### src/rtl/nfca_pkg.sv
// Shared definitions for the NFC-A receive path: framer states, FIFO word
// layout and the CRC_A (x^16+x^12+x^5+1, reflected) update.
package nfca_pkg;

  localparam logic [15:0] CRC_A_INIT = 16'h6363;

  typedef enum logic [1:0] {
    ST_IDLE,
    ST_DATA,
    ST_PARITY,
    ST_FLUSH
  } rx_state_t;

  typedef struct packed {
    logic       tlast;
    logic [3:0] tdatab;
    logic [7:0] tdata;
  } rx_word_t;

  // Bit-serial CRC_A over one byte, LSB first.
  function automatic logic [15:0] crc16(input logic [15:0] crc, input logic [7:0] data);
    logic [15:0] c;
    c = crc;
    for (int unsigned i = 0; i < 8; i++) begin
      if (c[0] ^ data[i]) c = (c >> 1) ^ 16'h8408;
      else                c = c >> 1;
    end
    return c;
  endfunction

  function automatic logic [11:0] sat_inc12(input logic [11:0] v);
    return (v == '1) ? v : v + 12'd1;
  endfunction

endpackage

### src/rtl/nfca_rx_fifo.sv
// Byte FIFO for the RX framer: first-word-fall-through, 2**AW entries of
// {tlast, tdatab, tdata}; a write into a full FIFO is accepted only with a read.
module nfca_rx_fifo
  import nfca_pkg::*;
#(
  parameter int unsigned AW = 4
) (
  input  logic     clk,
  input  logic     rstn,
  input  logic     i_wr,
  input  rx_word_t i_wdata,
  input  logic     i_rd,
  output rx_word_t o_rdata,
  output logic     o_full,
  output logic     o_empty
);

  rx_word_t        r_mem [2**AW];
  logic [AW-1:0]   r_wptr;
  logic [AW-1:0]   r_rptr;
  logic [AW:0]     r_cnt;
  logic            w_wr;
  logic            w_rd;

  assign o_full  = r_cnt[AW];
  assign o_empty = (r_cnt == '0);
  assign w_rd    = i_rd && !o_empty;
  assign w_wr    = i_wr && (!o_full || w_rd);

  always_ff @(posedge clk or negedge rstn) begin
    if (!rstn) begin
      r_wptr <= '0;
      r_rptr <= '0;
      r_cnt  <= '0;
    end else begin
      if (w_wr) r_wptr <= r_wptr + AW'(1);
      if (w_rd) r_rptr <= r_rptr + AW'(1);
      case ({w_wr, w_rd})
        2'b10:   r_cnt <= r_cnt + (AW+1)'(1);
        2'b01:   r_cnt <= r_cnt - (AW+1)'(1);
        default: r_cnt <= r_cnt;
      endcase
    end
  end

  always_ff @(posedge clk) begin
    if (w_wr) r_mem[r_wptr] <= i_wdata;
  end

  // Empty FIFO presents zeros so stale storage never reaches the bus.
  assign o_rdata = o_empty ? '0 : r_mem[r_rptr];

endmodule

### src/rtl/nfca_rx_frame.sv
// NFC-A receive framer: regroups decoded PICC bits into bytes, checks odd
// parity, accumulates CRC_A, tracks collisions and reports per-frame status.
module nfca_rx_frame
  import nfca_pkg::*;
#(
  parameter int unsigned AW = 4
) (
  input  logic        clk,
  input  logic        rstn,
  input  logic [2:0]  remainb,
  input  logic        rx_ien,
  input  logic        rx_ibit,
  input  logic        rx_icol,
  input  logic        rx_iend,
  output logic        m_tvalid,
  input  logic        m_tready,
  output logic [7:0]  m_tdata,
  output logic [3:0]  m_tdatab,
  output logic        m_tlast,
  output logic        st_valid,
  output logic        st_crc_ok,
  output logic        st_par_err,
  output logic        st_col,
  output logic [11:0] st_col_pos,
  output logic [11:0] st_nbytes,
  output logic        st_overflow
);

  rx_state_t   r_state;
  rx_state_t   w_next;
  logic [3:0]  r_bitpos;
  logic [7:0]  r_shift;
  logic [2:0]  r_rem;
  logic        r_first;
  rx_word_t    r_pend;
  logic        r_pend_v;
  logic [15:0] r_crc;
  logic [11:0] r_bitidx;
  logic [1:0]  r_fph;
  logic [11:0] r_nbytes;
  logic        r_f_par;
  logic        r_f_col;
  logic [11:0] r_f_colpos;
  logic        r_f_ovf;
  logic        r_st_valid;
  logic        r_st_crc_ok;
  logic        r_st_par;
  logic        r_st_col;
  logic [11:0] r_st_colpos;
  logic [11:0] r_st_nbytes;
  logic        r_st_ovf;

  logic        w_wr;
  rx_word_t    w_wdata;
  rx_word_t    w_rdata;
  logic        w_full;
  logic        w_empty;
  logic        w_partial;
  logic [3:0]  w_pbits;
  logic [3:0]  w_fullbits;

  assign w_partial  = (r_bitpos != 4'd0);
  // The first byte of a split frame only owns the bits above remainb.
  assign w_pbits    = r_first ? (r_bitpos - {1'b0, r_rem}) : r_bitpos;
  assign w_fullbits = r_first ? (4'd8 - {1'b0, r_rem}) : 4'd8;

  always_ff @(posedge clk or negedge rstn) begin
    if (!rstn) r_state <= ST_IDLE;
    else       r_state <= w_next;
  end

  always_comb begin
    w_next = r_state;
    case (r_state)
      ST_IDLE: begin
        if (rx_ien) begin
          if (rx_iend)              w_next = ST_FLUSH;
          else if (remainb == 3'd7) w_next = ST_PARITY;
          else                      w_next = ST_DATA;
        end
      end
      ST_DATA: begin
        if (rx_iend)                          w_next = ST_FLUSH;
        else if (rx_ien && r_bitpos == 4'd7)  w_next = ST_PARITY;
      end
      ST_PARITY: begin
        if (rx_iend)     w_next = ST_FLUSH;
        else if (rx_ien) w_next = ST_DATA;
      end
      ST_FLUSH: begin
        if (r_fph == 2'd2) w_next = ST_IDLE;
      end
      default: w_next = ST_IDLE;
    endcase
  end

  always_comb begin
    w_wr    = 1'b0;
    w_wdata = '0;
    case (r_state)
      ST_PARITY: begin
        if (rx_ien && r_pend_v) begin
          w_wr    = 1'b1;
          w_wdata = r_pend;
        end
      end
      ST_FLUSH: begin
        if (r_fph == 2'd0) begin
          w_wr          = r_pend_v;
          w_wdata       = r_pend;
          w_wdata.tlast = !w_partial;
        end else if (r_fph == 2'd1) begin
          w_wr    = w_partial;
          w_wdata = {1'b1, w_pbits, r_shift};
        end
      end
      default: ;
    endcase
  end

  always_ff @(posedge clk or negedge rstn) begin
    if (!rstn) begin
      r_bitpos    <= '0;
      r_shift     <= '0;
      r_rem       <= '0;
      r_first     <= 1'b0;
      r_pend      <= '0;
      r_pend_v    <= 1'b0;
      r_crc       <= CRC_A_INIT;
      r_bitidx    <= '0;
      r_fph       <= '0;
      r_nbytes    <= '0;
      r_f_par     <= 1'b0;
      r_f_col     <= 1'b0;
      r_f_colpos  <= '0;
      r_f_ovf     <= 1'b0;
      r_st_valid  <= 1'b0;
      r_st_crc_ok <= 1'b0;
      r_st_par    <= 1'b0;
      r_st_col    <= 1'b0;
      r_st_colpos <= '0;
      r_st_nbytes <= '0;
      r_st_ovf    <= 1'b0;
    end else begin
      r_st_valid <= 1'b0;
      // nbytes counts every byte the frame produced, including dropped ones.
      if (w_wr) begin
        r_nbytes <= sat_inc12(r_nbytes);
        if (w_full && !m_tready) r_f_ovf <= 1'b1;
      end
      case (r_state)
        ST_IDLE: begin
          if (rx_ien) begin
            r_rem      <= remainb;
            r_first    <= 1'b1;
            r_shift    <= 8'(rx_ibit) << remainb;
            r_bitpos   <= {1'b0, remainb} + 4'd1;
            r_bitidx   <= 12'(remainb) + 12'd1;
            r_crc      <= CRC_A_INIT;
            r_pend_v   <= 1'b0;
            r_nbytes   <= '0;
            r_fph      <= '0;
            r_f_par    <= 1'b0;
            r_f_ovf    <= 1'b0;
            r_f_col    <= rx_icol;
            r_f_colpos <= rx_icol ? 12'(remainb) : 12'd0;
          end
        end
        ST_DATA: begin
          if (rx_ien) begin
            r_shift[r_bitpos[2:0]] <= rx_ibit;
            r_bitpos <= r_bitpos + 4'd1;
            r_bitidx <= sat_inc12(r_bitidx);
            if (rx_icol && !r_f_col) begin
              r_f_col    <= 1'b1;
              r_f_colpos <= r_bitidx;
            end
          end
        end
        ST_PARITY: begin
          if (rx_ien) begin
            if (!(r_first && r_rem != 3'd0) && (rx_ibit != ~^r_shift)) r_f_par <= 1'b1;
            r_crc    <= crc16(r_crc, r_shift);
            r_pend   <= {1'b0, w_fullbits, r_shift};
            r_pend_v <= 1'b1;
            r_first  <= 1'b0;
            r_bitpos <= '0;
            r_shift  <= '0;
          end
        end
        ST_FLUSH: begin
          r_fph <= r_fph + 2'd1;
          if (r_fph == 2'd0) r_pend_v <= 1'b0;
          if (r_fph == 2'd2) begin
            r_fph       <= '0;
            r_st_valid  <= 1'b1;
            r_st_crc_ok <= (r_crc == 16'h0000) && (r_nbytes >= 12'd3) && !w_partial;
            r_st_par    <= r_f_par;
            r_st_col    <= r_f_col;
            r_st_colpos <= r_f_colpos;
            r_st_nbytes <= r_nbytes;
            r_st_ovf    <= r_f_ovf;
          end
        end
        default: ;
      endcase
    end
  end

  nfca_rx_fifo #(.AW(AW)) u_fifo (
    .clk     (clk),
    .rstn    (rstn),
    .i_wr    (w_wr),
    .i_wdata (w_wdata),
    .i_rd    (m_tready),
    .o_rdata (w_rdata),
    .o_full  (w_full),
    .o_empty (w_empty)
  );

  assign m_tvalid    = !w_empty;
  assign m_tdata     = w_rdata.tdata;
  assign m_tdatab    = w_rdata.tdatab;
  assign m_tlast     = w_rdata.tlast;
  assign st_valid    = r_st_valid;
  assign st_crc_ok   = r_st_crc_ok;
  assign st_par_err  = r_st_par;
  assign st_col      = r_st_col;
  assign st_col_pos  = r_st_colpos;
  assign st_nbytes   = r_st_nbytes;
  assign st_overflow = r_st_ovf;

endmodule

### config.mk
export PLATFORM = sky130hd
export DESIGN_NAME = nfca_rx_frame
export DESIGN_NICKNAME = d
export VERILOG_FILES = /design/src/rtl/nfca_pkg.sv /design/src/rtl/nfca_rx_fifo.sv /design/src/rtl/nfca_rx_frame.sv
export SDC_FILE = /design/constraint.sdc
export NUM_CORES = 1
export LEC_CHECK = 0
export ABC_AREA = 1
export BUFFER_PORTS_ARGS = -buffer_cell sky130_fd_sc_hd__buf_2
export CORE_MARGIN = 2
export CORE_UTILIZATION = 35
export CTS_BUF_LIST = sky130_fd_sc_hd__clkbuf_8
export DETAILED_ROUTE_END_ITERATION = 8
export GPL_TIMING_DRIVEN = 1
export PLACE_DENSITY = 0.53
export SLEW_MARGIN = 20
export SYNTH_ARGS = -nofsm -noshare
export SYNTH_HDL_FRONTEND = slang
export SYNTH_HIERARCHICAL = 1
export SYNTH_SLANG_ARGS = --single-unit
export TNS_END_PERCENT = 1
### constraint.sdc
create_clock -name clk -period 6.2 [get_ports clk]
set_input_delay 0.31 -clock clk [delete_from_list [all_inputs] [get_ports clk]]
set_output_delay 0.31 -clock clk [all_outputs]
set_load 0.05 [all_outputs]
Word level (Yosys, flattened, before mapping). Memory sizes are Yosys's and may differ from the RTL's. Index checks and enable logic that the tools add are counted.

Order comparisons: 3. Add/sub/neg operators: 12. Shift operators: 1. Reductions and logical operators: 42. Bitwise logic cells: 16. Mux-type cells: 93. Eq/ne operators: 22.

Operator list (number): 2-to-1 mux 16 bit (24); 2-to-1 mux 12 bit (11); one-hot mux 12 bit (2 select lines) (2); 2-to-1 mux 13 bit (3); one-hot mux 16 bit (2 select lines) (1); one-hot mux 13 bit (2 select lines) (1); adder 12 x 1 -> 12 bit, second input constant (2); == test 12 bit, second input constant (2); 2-to-1 mux 8 bit (3); inverter 2 -> 3 bit (8); one-hot mux 8 bit (3 select lines) (1); AND reduction 4 bit (6); 2-to-1 mux 1 bit (20); 2-to-1 mux 2 bit (10); 2-to-1 mux 4 bit (5); logical NOT 16 bit (1); != test 2 bit, second input constant (8); adder 4 x 1 -> 4 bit, second input constant (3); greater-or-equal comparator 12 x 2 -> 1 bit, second input constant (1); one-hot mux 4 bit (3 select lines) (1); logical AND 1 bit (11); one-hot mux 5 bit (2 select lines) (1); nonzero test 3 bit (3); adder 3 x 1 -> 4 bit, second input constant (2); 31 further kinds (59).

Bits in writable memories: 208. Memories kept: 1. Logic and storage cells: 216. Input bits: 10. Output and inout port bits: 43. Register bits: 130.

Memory list: u_fifo.r_mem (depth 16, bits a word 13, read ports 1, clocked after Yosys merged registers in 0, write ports 1, line nfca_rx_fifo.sv:18) `rx_word_t r_mem [2**AW];`.

Depth between registers and ports, before layout. Gate-level depths: netlist of the first run.

Depth after elaboration: 32. Mapped depth: 17. Gate-level depth less buffers: 17.

Modules after synthesis. Netlist of the first run, hierarchy kept.

Modules (own cells, without submodules): nfca_rx_fifo (sequential area each 6571.3 µm², cells each 792, times used 1, area each 9198.8 µm²); nfca_rx_frame (sequential area each 2937.8 µm², cells each 810, times used 1, area each 6396.1 µm²).

Worst setup path before layout of the first run. No wires, ideal clock.

Kind: register to register. From: register r_bitpos[0]. To: register u_fifo.r_cnt[4]. Arrival time: 2.779 ns. Clock period less this slack: 2.897 ns. Setup slack: 3.303 ns. Data required time: 6.083 ns. Stages on the path, launching flop included: 17. Library setup time: 0.117 ns. Path buffers: 1. Cell sequence: dfrtp_1 > clkbuf_1 > inv_1 > ha_1 > nand3_1 > nand2_2 > nand3_4 > a21boi_2 > inv_1 > ha_1 > xor2_1 > ha_1 > a21o_1 > nand3_1 > nand3_1 > nand3_1 > nand2_1.

Cells in the longest elaborated chain, start to end: 7. Elaborated cells between the ends (all ways): 9. Classes of those cells: eq/ne: 2; mux: 4; reduce/logical: 3.

RTL lines: start: declaration (line nfca_rx_frame.sv:31) `logic [3:0] r_bitpos;`; start signal: assignment (line nfca_rx_frame.sv:157) `r_bitpos <= {1'b0, remainb} + 4'd1;`; start signal: assignment (line nfca_rx_frame.sv:172) `r_bitpos <= r_bitpos + 4'd1;`; nonzero test 4 bit * (line nfca_rx_frame.sv:62) `assign w_partial = (r_bitpos != 4'd0);`; 2-to-1 mux 1 bit * (line nfca_rx_frame.sv:112) `end else if (r_fph == 2'd1) begin`; 2-to-1 mux 1 bit * (line nfca_rx_frame.sv:108) `if (r_fph == 2'd0) begin`; one-hot mux 1 bit (2 select lines) * (line nfca_rx_frame.sv:100) `case (r_state)`; named net w_wr (line nfca_rx_frame.sv:53) `logic w_wr;`; logical AND 1 bit * (line nfca_rx_fifo.sv:28) `assign w_wr = i_wr && (!o_full || w_rd);`; == test 2 x 1 -> 1 bit / == test 2 bit (equally long branches) (line nfca_rx_fifo.sv:38) `case ({w_wr, w_rd})`; one-hot mux 5 bit (2 select lines) / nonzero test 2 bit (equally long branches); end signal: assignment (line nfca_rx_fifo.sv:39) `2'b10: r_cnt <= r_cnt + (AW+1)'(1);`; end signal: assignment (line nfca_rx_fifo.sv:40) `2'b01: r_cnt <= r_cnt - (AW+1)'(1);`; end signal: assignment (line nfca_rx_fifo.sv:41) `default: r_cnt <= r_cnt;`; end: declaration (line nfca_rx_fifo.sv:21) `logic [AW:0] r_cnt;`.

The timed path passes the listed nets; every way through them passes the cells marked *. A chain may end at the register's enable or synchronous reset.

Worst setup path after layout of the first run.
From: register u_fifo.r_rptr[0]. To: output port m_tdatab[3].

Cells in the longest elaborated chain, start to end: 2.

RTL lines: start: declaration (line nfca_rx_fifo.sv:20) `logic [AW-1:0] r_rptr;`; start signal: assignment (line nfca_rx_fifo.sv:37) `if (w_rd) r_rptr <= r_rptr + AW'(1);`; memory (16 x 13 bit); 2-to-1 mux 13 bit (line nfca_rx_fifo.sv:51) `assign o_rdata = o_empty ? '0 : r_mem[r_rptr];`; end: declaration (line nfca_rx_frame.sv:18) `output logic [3:0] m_tdatab,`.

Every way passes these cells.

==> metrics, run 1 <==
GR Layer Usage met2 between 20% and 30%; Final Hold Vio Count 0; # setup viols final 0; row cnt 77; global-route wire length before repair 64.0 mm; Clock Latency Late Sink between 0.6 and 0.7 ns; # clock sinks 338; Worst R2R Setup Slack 2.52 ns; Syn Area/Cell 9.73 µm²; core area around 44000 µm²; Final min period 4.23 ns; largest net degree at the start of global routing 74; Post-CTS Resized 0; VDD IR max 0.417 mV; synthesized area 15600 µm²; actual slew at the worst max-slew pin between 1 and 1.5 ns; Num CTS Buffers 56; Max Root-Sink Buffers 3; critical path class reg -> out; share of layout cells above drive strength 1 13.4%; Layout Nets 1703; clock skew 0.0519 ns; synthesis-to-finish area growth 13.3%; Final Wtd Congestion 0.843; LEAKAGE 7.43 nW; Max Slew Vio Count 0; worst min-delay path category in -> reg; CP startpoint kind register; Power per Cell Area 477 nW/µm²; CTS HTree Levels 2; asr flop ratio synth between 30% and 40%; clock slew at reported path FFs around 0.06 ns; outcome completed; antenna violations before repair 0; crit path max fanout 73; vias in the first global route 11.2k; setup TNS 0 ns; clk root buf clkbuf_8; post-CTS setup buffer count 0; Via Count approximately 11k; drt via density 4.91; Max-cap violations 0; final cell count without fillers 2304; Die Y-Extent ~220 µm; register bit total from synthesis approximately 340; Total Wirelength 40.4 mm; top-level I/O count 53; Yosys cell types 59; GR Util met1 25.5%; RSZ-0062 raised after global routing no; Most used DFF post-synth edfxtp_1; die width 215 µm; diode count 0; Hold Buf Count CTS 3; CP required 5.89 ns; total power 8.42 mW; part of the cycle the worst path needs between 60% and 70%; hpwl dp 26.2 mm; post-synthesis instance total ~1.6k; Ys Warns 6; placed cell count 2199; placed inst area 16400 µm²; final instance area roughly 18000 µm²; TritonCTS clock tree done; Critical Path AT 3.92 ns; GRT overflow 0; die area 46300 µm²; worst setup margin 1.97 ns; Fmax achieved between 200 and 250 MHz; TritonRoute pass-1 iters 5; DR WL/cell 17.5 µm; initial DRC count between 700 and 800; worst slew margin relative to its limit 26.5%; GR peak layer met2; DRC 0; Critical Path End Type primary output; grt met3 use 3.06%; syn_nets about 1.6k; Post-synth EDFFs 208; IO Port Bufs 52; number of routed nets with antenna violations 0; fillers 4416; Tot GR Track Use between 10% and 20%; DP Worst Slack 2.28 ns; register area share after synthesis between 60% and 70%; initial core utilization about 35%
-- cells in the mapped netlist, drive strengths merged, types with 2 or more instances --
| library cell | n | area (µm²) |
|---|---|---|
| dfstp | 8 | 210 |
| nand2 | 486 | 1880 |
| buf | 47 | 308 |
| a21oi | 42 | 214 |
| o21ai | 132 | 683 |
| clkbuf | 21 | 81.3 |
| o21bai | 3 | 22.5 |
| nor4 | 4 | 25.0 |
| nor2 | 62 | 268 |
| a31oi | 7 | 43.8 |
| clkinv | 2 | 8.75 |
| or2 | 4 | 25.0 |
| o22ai | 13 | 81.3 |
| o211ai | 2 | 15.0 |
| a21boi | 2 | 18.8 |
| nand3 | 212 | 1080 |
| o31ai | 3 | 22.5 |
| nor3 | 17 | 90.1 |
| inv | 132 | 500 |
| ha | 24 | 300 |
| edfxtp | 208 | 6250 |
| dfrtp | 122 | 3050 |
| xnor2 | 11 | 104 |
| nand4 | 11 | 68.8 |
| a22oi | 2 | 15.0 |
| xor2 | 16 | 148 |
-- worst paths after layout --
kind	startpoint	cells after the start	end
worst min register to register	st_nbytes[9]$_DFFE_PN0P_	2	st_nbytes[9]$_DFFE_PN0P_
worst min-delay path	rx_ibit	3	r_shift[3]$_DFFE_PN0P_
worst max register to register	r_state[0]$_DFFE_PN0P_	9	u_fifo/r_mem[5][10]$_DFFE_PP_
min in group asynchronous	rstn	2	u_fifo/r_wptr[3]$_DFFE_PN0P_
max in group asynchronous	rstn	3	r_pend[11]$_DFFE_PN0P_
worst max-delay path	u_fifo/r_rptr[0]$_DFFE_PN0P_	9	m_tdatab[3]
-- final cells by class --
class	instances	area, µm²	area share, %
Timing Repair Buffer	76	454	2.57
Sequential cell	338	9510	53.9
Multi-Input combinational cell	1062	5230	29.6
Clock inverter	28	199	1.13
Inverter	134	509	2.88
Tap cell	592	741	4.19
Clock buffer	74	1020	5.77
-- metrics by stage --
step	hold slack [ns]	utilization (%)
after floorplan	0.0144	-
after global placement	0.360	37.1
after global routing	0.0709	40.0
after CTS	0.0310	40.0
final	0.0727	40.0
after detailed placement	0.358	37.2
-- metal layers --
| layer | share of wire, % | up-vias |
|---|---|---|
| met1 | 48 | 5420 |
| met3 | 5.1 | 60 |
| met5 | 0 | - |
| met2 | 44 | 294 |
| li1 | - | 5537 |
| met4 | 2.0 | 0 |
-- registers in the layout (all words and copies together), names as in the netlist, 5 cells and up --
signal	cells
st_col_pos	12
r_bitidx	12
u_fifo/r_cnt	5
r_shift	8
r_f_colpos	12
r_nbytes	12
st_nbytes	12
u_fifo/r_mem	208
r_crc	16
r_pend	12
-- placed cells by master (no fill, tap or decap), types with 2 or more instances in the layout --
cell type,instances
o21ai_1,7
o22ai_1,12
bufinv_16,2
nand4_1,11
nor2_1,44
edfxtp_1,208
clkbuf_8,74
inv_2,10
dfstp_2,8
ha_1,24
xor2_1,15
nand3_2,2
o31ai_1,3
o21ai_2,7
o211ai_1,2
a31oi_1,7
buf_2,51
nor4_1,4
nand3_1,209
nand2_2,8
a22oi_1,2
a21oi_2,2
or2_2,2
inv_12,2
inv_4,2
o21ai_0,118
a21oi_1,40
clkinv_2,8
nand2_4,2
inv_1,136
dlygate4sd3_1,3
nor3_1,16
nor2_4,3
dfrtp_1,120
buf_4,21
o21bai_1,3
nor2_2,15
xnor2_1,10
nand2_1,475
-- worst max-delay path: stages, from the launching register on --
cell      delay [ns]
dfrtp_4         0.80
clkinv_2        1.01
buf_4           0.60
nand2_1         0.10
nand3_1         0.07
nand3_1         0.17
nand2_1         0.07
nand2_1         0.06
a21oi_1         0.11
buf_2           0.25
-- kinds of logic after synthesis --
logic type,share of synthesized area (%)
AND/OR/NAND/NOR,22.1
flip-flops,61.0
AO/OA/AOI/OAI,7.47
buffers and inverters,5.76
XOR/XNOR,1.61
adder cells (fa/ha/maj),2.05
-- power breakdown --
part           internal, mW  total [mW]  switching (mW)
logic                 0.915        3.26            2.34
clock network          1.16        2.07           0.914
registers              2.74        3.09           0.344
No activity file was read; power rests on OpenSTA's default activity.
==> run 2: changes to the inputs <==
- clock period: 6.2 -> 4.1 ns (I/O delays scaled with it)
==> metrics, run 2 (same netlist as run 1, synthesis figures left out) <==
most frequent cells in the layout 475 x nand2_1, 209 x nand3_1, 208 x edfxtp_1, 138 x inv_1, 120 x dfrtp_1 (was 475 x nand2_1, 209 x nand3_1, 208 x edfxtp_1, 136 x inv_1, 120 x dfrtp_1); critical path class reg -> out (unchanged); actual slew at the worst max-slew pin 0.940 ns (was 1.10 ns); crit path max fanout 73 (unchanged); Layout Nets 1731 (was 1703); Via Count 11.4k (was 11.3k); DR WL/cell 16.8 µm (was 17.5 µm); vias in the first global route 11.4k (was 11.2k); clk root buf clkbuf_8 (unchanged); max reg flops 208 (unchanged); Total Wirelength 39.3 mm (was 40.4 mm); Critical Path End Type primary output (unchanged); top-level I/O count 53 (unchanged); Final min period 3.49 ns; initial core utilization 35.3% (unchanged); number of routed nets with antenna violations 0 (unchanged); CTS HTree Levels 2 (unchanged); worst min-delay path category in -> async (was in -> reg); synthesis-to-finish area growth 13.8% (was 13.3%); die width 215 µm (unchanged); post-CTS setup buffer count 0 (unchanged); Final Hold Vio Count 0 (unchanged); row cnt 77 (unchanged); Max-cap violations 0 (unchanged); Num CTS Buffers 58 (was 56); LEAKAGE 7.51 nW (was 7.43 nW); # clock sinks 338 (unchanged); CP startpoint kind register (unchanged); Power per Cell Area 707 nW/µm² (was 477 nW/µm²); core area 44100 µm² (unchanged); TritonRoute pass-1 iters 5 (unchanged); largest net degree at the start of global routing 74 (unchanged); largest registers u_fifo/r_mem x208, r_crc x16 (unchanged); clock skew 0.0188 ns (was 0.0519 ns); IO Port Bufs 52 (unchanged); share of layout cells above drive strength 1 13.2% (was 13.4%); Max Root-Sink Buffers 3 (unchanged); hold_ws 0.0675 ns (was 0.0727 ns); GRT overflow 0 (unchanged); diode count 0 (unchanged); TritonCTS clock tree done (unchanged); initial DRC count 667 (was 721); worst slew margin relative to its limit 37.3% (was 26.5%); most common cell after layout, fill and taps aside nand2_1 (unchanged); RSZ-0062 raised after global routing no (unchanged); part of the cycle the worst path needs 85.0%; CP required 3.89 ns (was 5.89 ns); setup TNS 0 ns (unchanged); Critical Path AT 3.28 ns (was 3.92 ns); Largest Register u_fifo/r_mem (unchanged); antenna violations before repair 0 (unchanged); Fmax achieved 287 MHz; # setup viols final 0 (unchanged); Final Wtd Congestion 0.816 (was 0.843); hpwl dp 25.5 mm (was 26.2 mm); Max Slew Vio Count 0 (unchanged); global-route wire length before repair 63.7 mm (was 64.0 mm); die area 46300 µm² (unchanged); outcome completed (unchanged); Clock Latency Late Sink 0.66 ns (was 0.65 ns); drt via density 4.89 (was 4.91); VDD IR max 0.607 mV (was 0.417 mV); Tot GR Track Use 17.3% (was 17.6%); Die Y-Extent 215 µm (unchanged); clock slew at reported path FFs 0.06 ns (about the same); DRC 0 (unchanged)
run 2: changes by cell type in the layout (fill, tap and decap cells not counted), moves of 2 or more:
cell	change
clkinv_2	+4
clkinv_1	+10
buf_4	+18
inv_1	+2
clkbuf_8	-9
nor2_2	-10
dlygate4sd3_1	+7
nor2_1	+10
run 2: worst paths after layout:
check,end,cells after the start,slack (ns),from
worst max-delay path,m_tdata[1],9,0.61,u_fifo/r_rptr[0]$_DFFE_PN0P_
worst min-delay path,st_col_pos[6]$_DFFE_PN0P_,2,0.07,rstn
worst max register to register,u_fifo/r_cnt[4]$_DFFE_PN0P_,16,0.83,r_state[0]$_DFFE_PN0P_
worst min register to register,st_col_pos[3]$_DFFE_PN0P_,2,0.47,st_col_pos[3]$_DFFE_PN0P_
max in group asynchronous,r_crc[0]$_DFFE_PN1P_,3,3.08,rstn
min in group clk,r_f_col$_DFFE_PN0P_,4,0.39,rx_icol
run 2: report_power, final:
part           total (mW)  internal, mW  switching (mW)  leakage (nW)
Combinational        5.01          1.41            3.59          3.17
Sequential           4.60          4.15           0.452          3.69
Clock                2.93          1.52            1.41         0.644
run 2: what timing repair did:
action | 4_1_cts | 5_1_grt
resized for setup | 0 | 0
endpoints found under the hold margin | 66 | 0
hold buffers | 10 | 0
run 2: area by class of cell:
cell class                      count  area [µm²]
Timing Repair Buffer              102         679
Tap cell                          592         741
Sequential cell                   338        9510
Inverter                          134         510
Clock buffer                       65         895
Clock inverter                     42         218
Multi-Input combinational cell   1062        5190
Fill cell                        4422       26400
run 2: critical path, stage by stage (launching register included):
cell	delay (ns)
dfrtp_4	0.70
clkinv_2	0.53
buf_12	0.39
nand2_1	0.10
nand3_1	0.11
nand3_1	0.21
nand2_1	0.09
nand2_1	0.09
a21oi_1	0.10
buf_2	0.25
run 2: through the flow:
stage               instance area, µm²  util (%)  cells  setup slack, ns  total power, mW
CTS                              17700      40.2   2335            0.538             12.7
global placement                 16500      37.5   2218            0.969             9.62
detailed placement               16500      37.5   2218            0.853             9.67
global route                     17700      40.2   2335            0.427             13.4
finish                           17700      40.2   2335            0.615             12.5
floorplan                        15600         -   1602             1.20             8.29
run 2: routing by layer:
metal | routed length [µm] | up-vias | global-route usage, %
met5 | 0 | - | 0
met4 | 1090 | 0 | 6.37
met3 | 1550 | 70 | 2.46
met2 | 18700 | 265 | 29.0
met1 | 17900 | 5483 | 22.9
li1 | - | 5605 | -
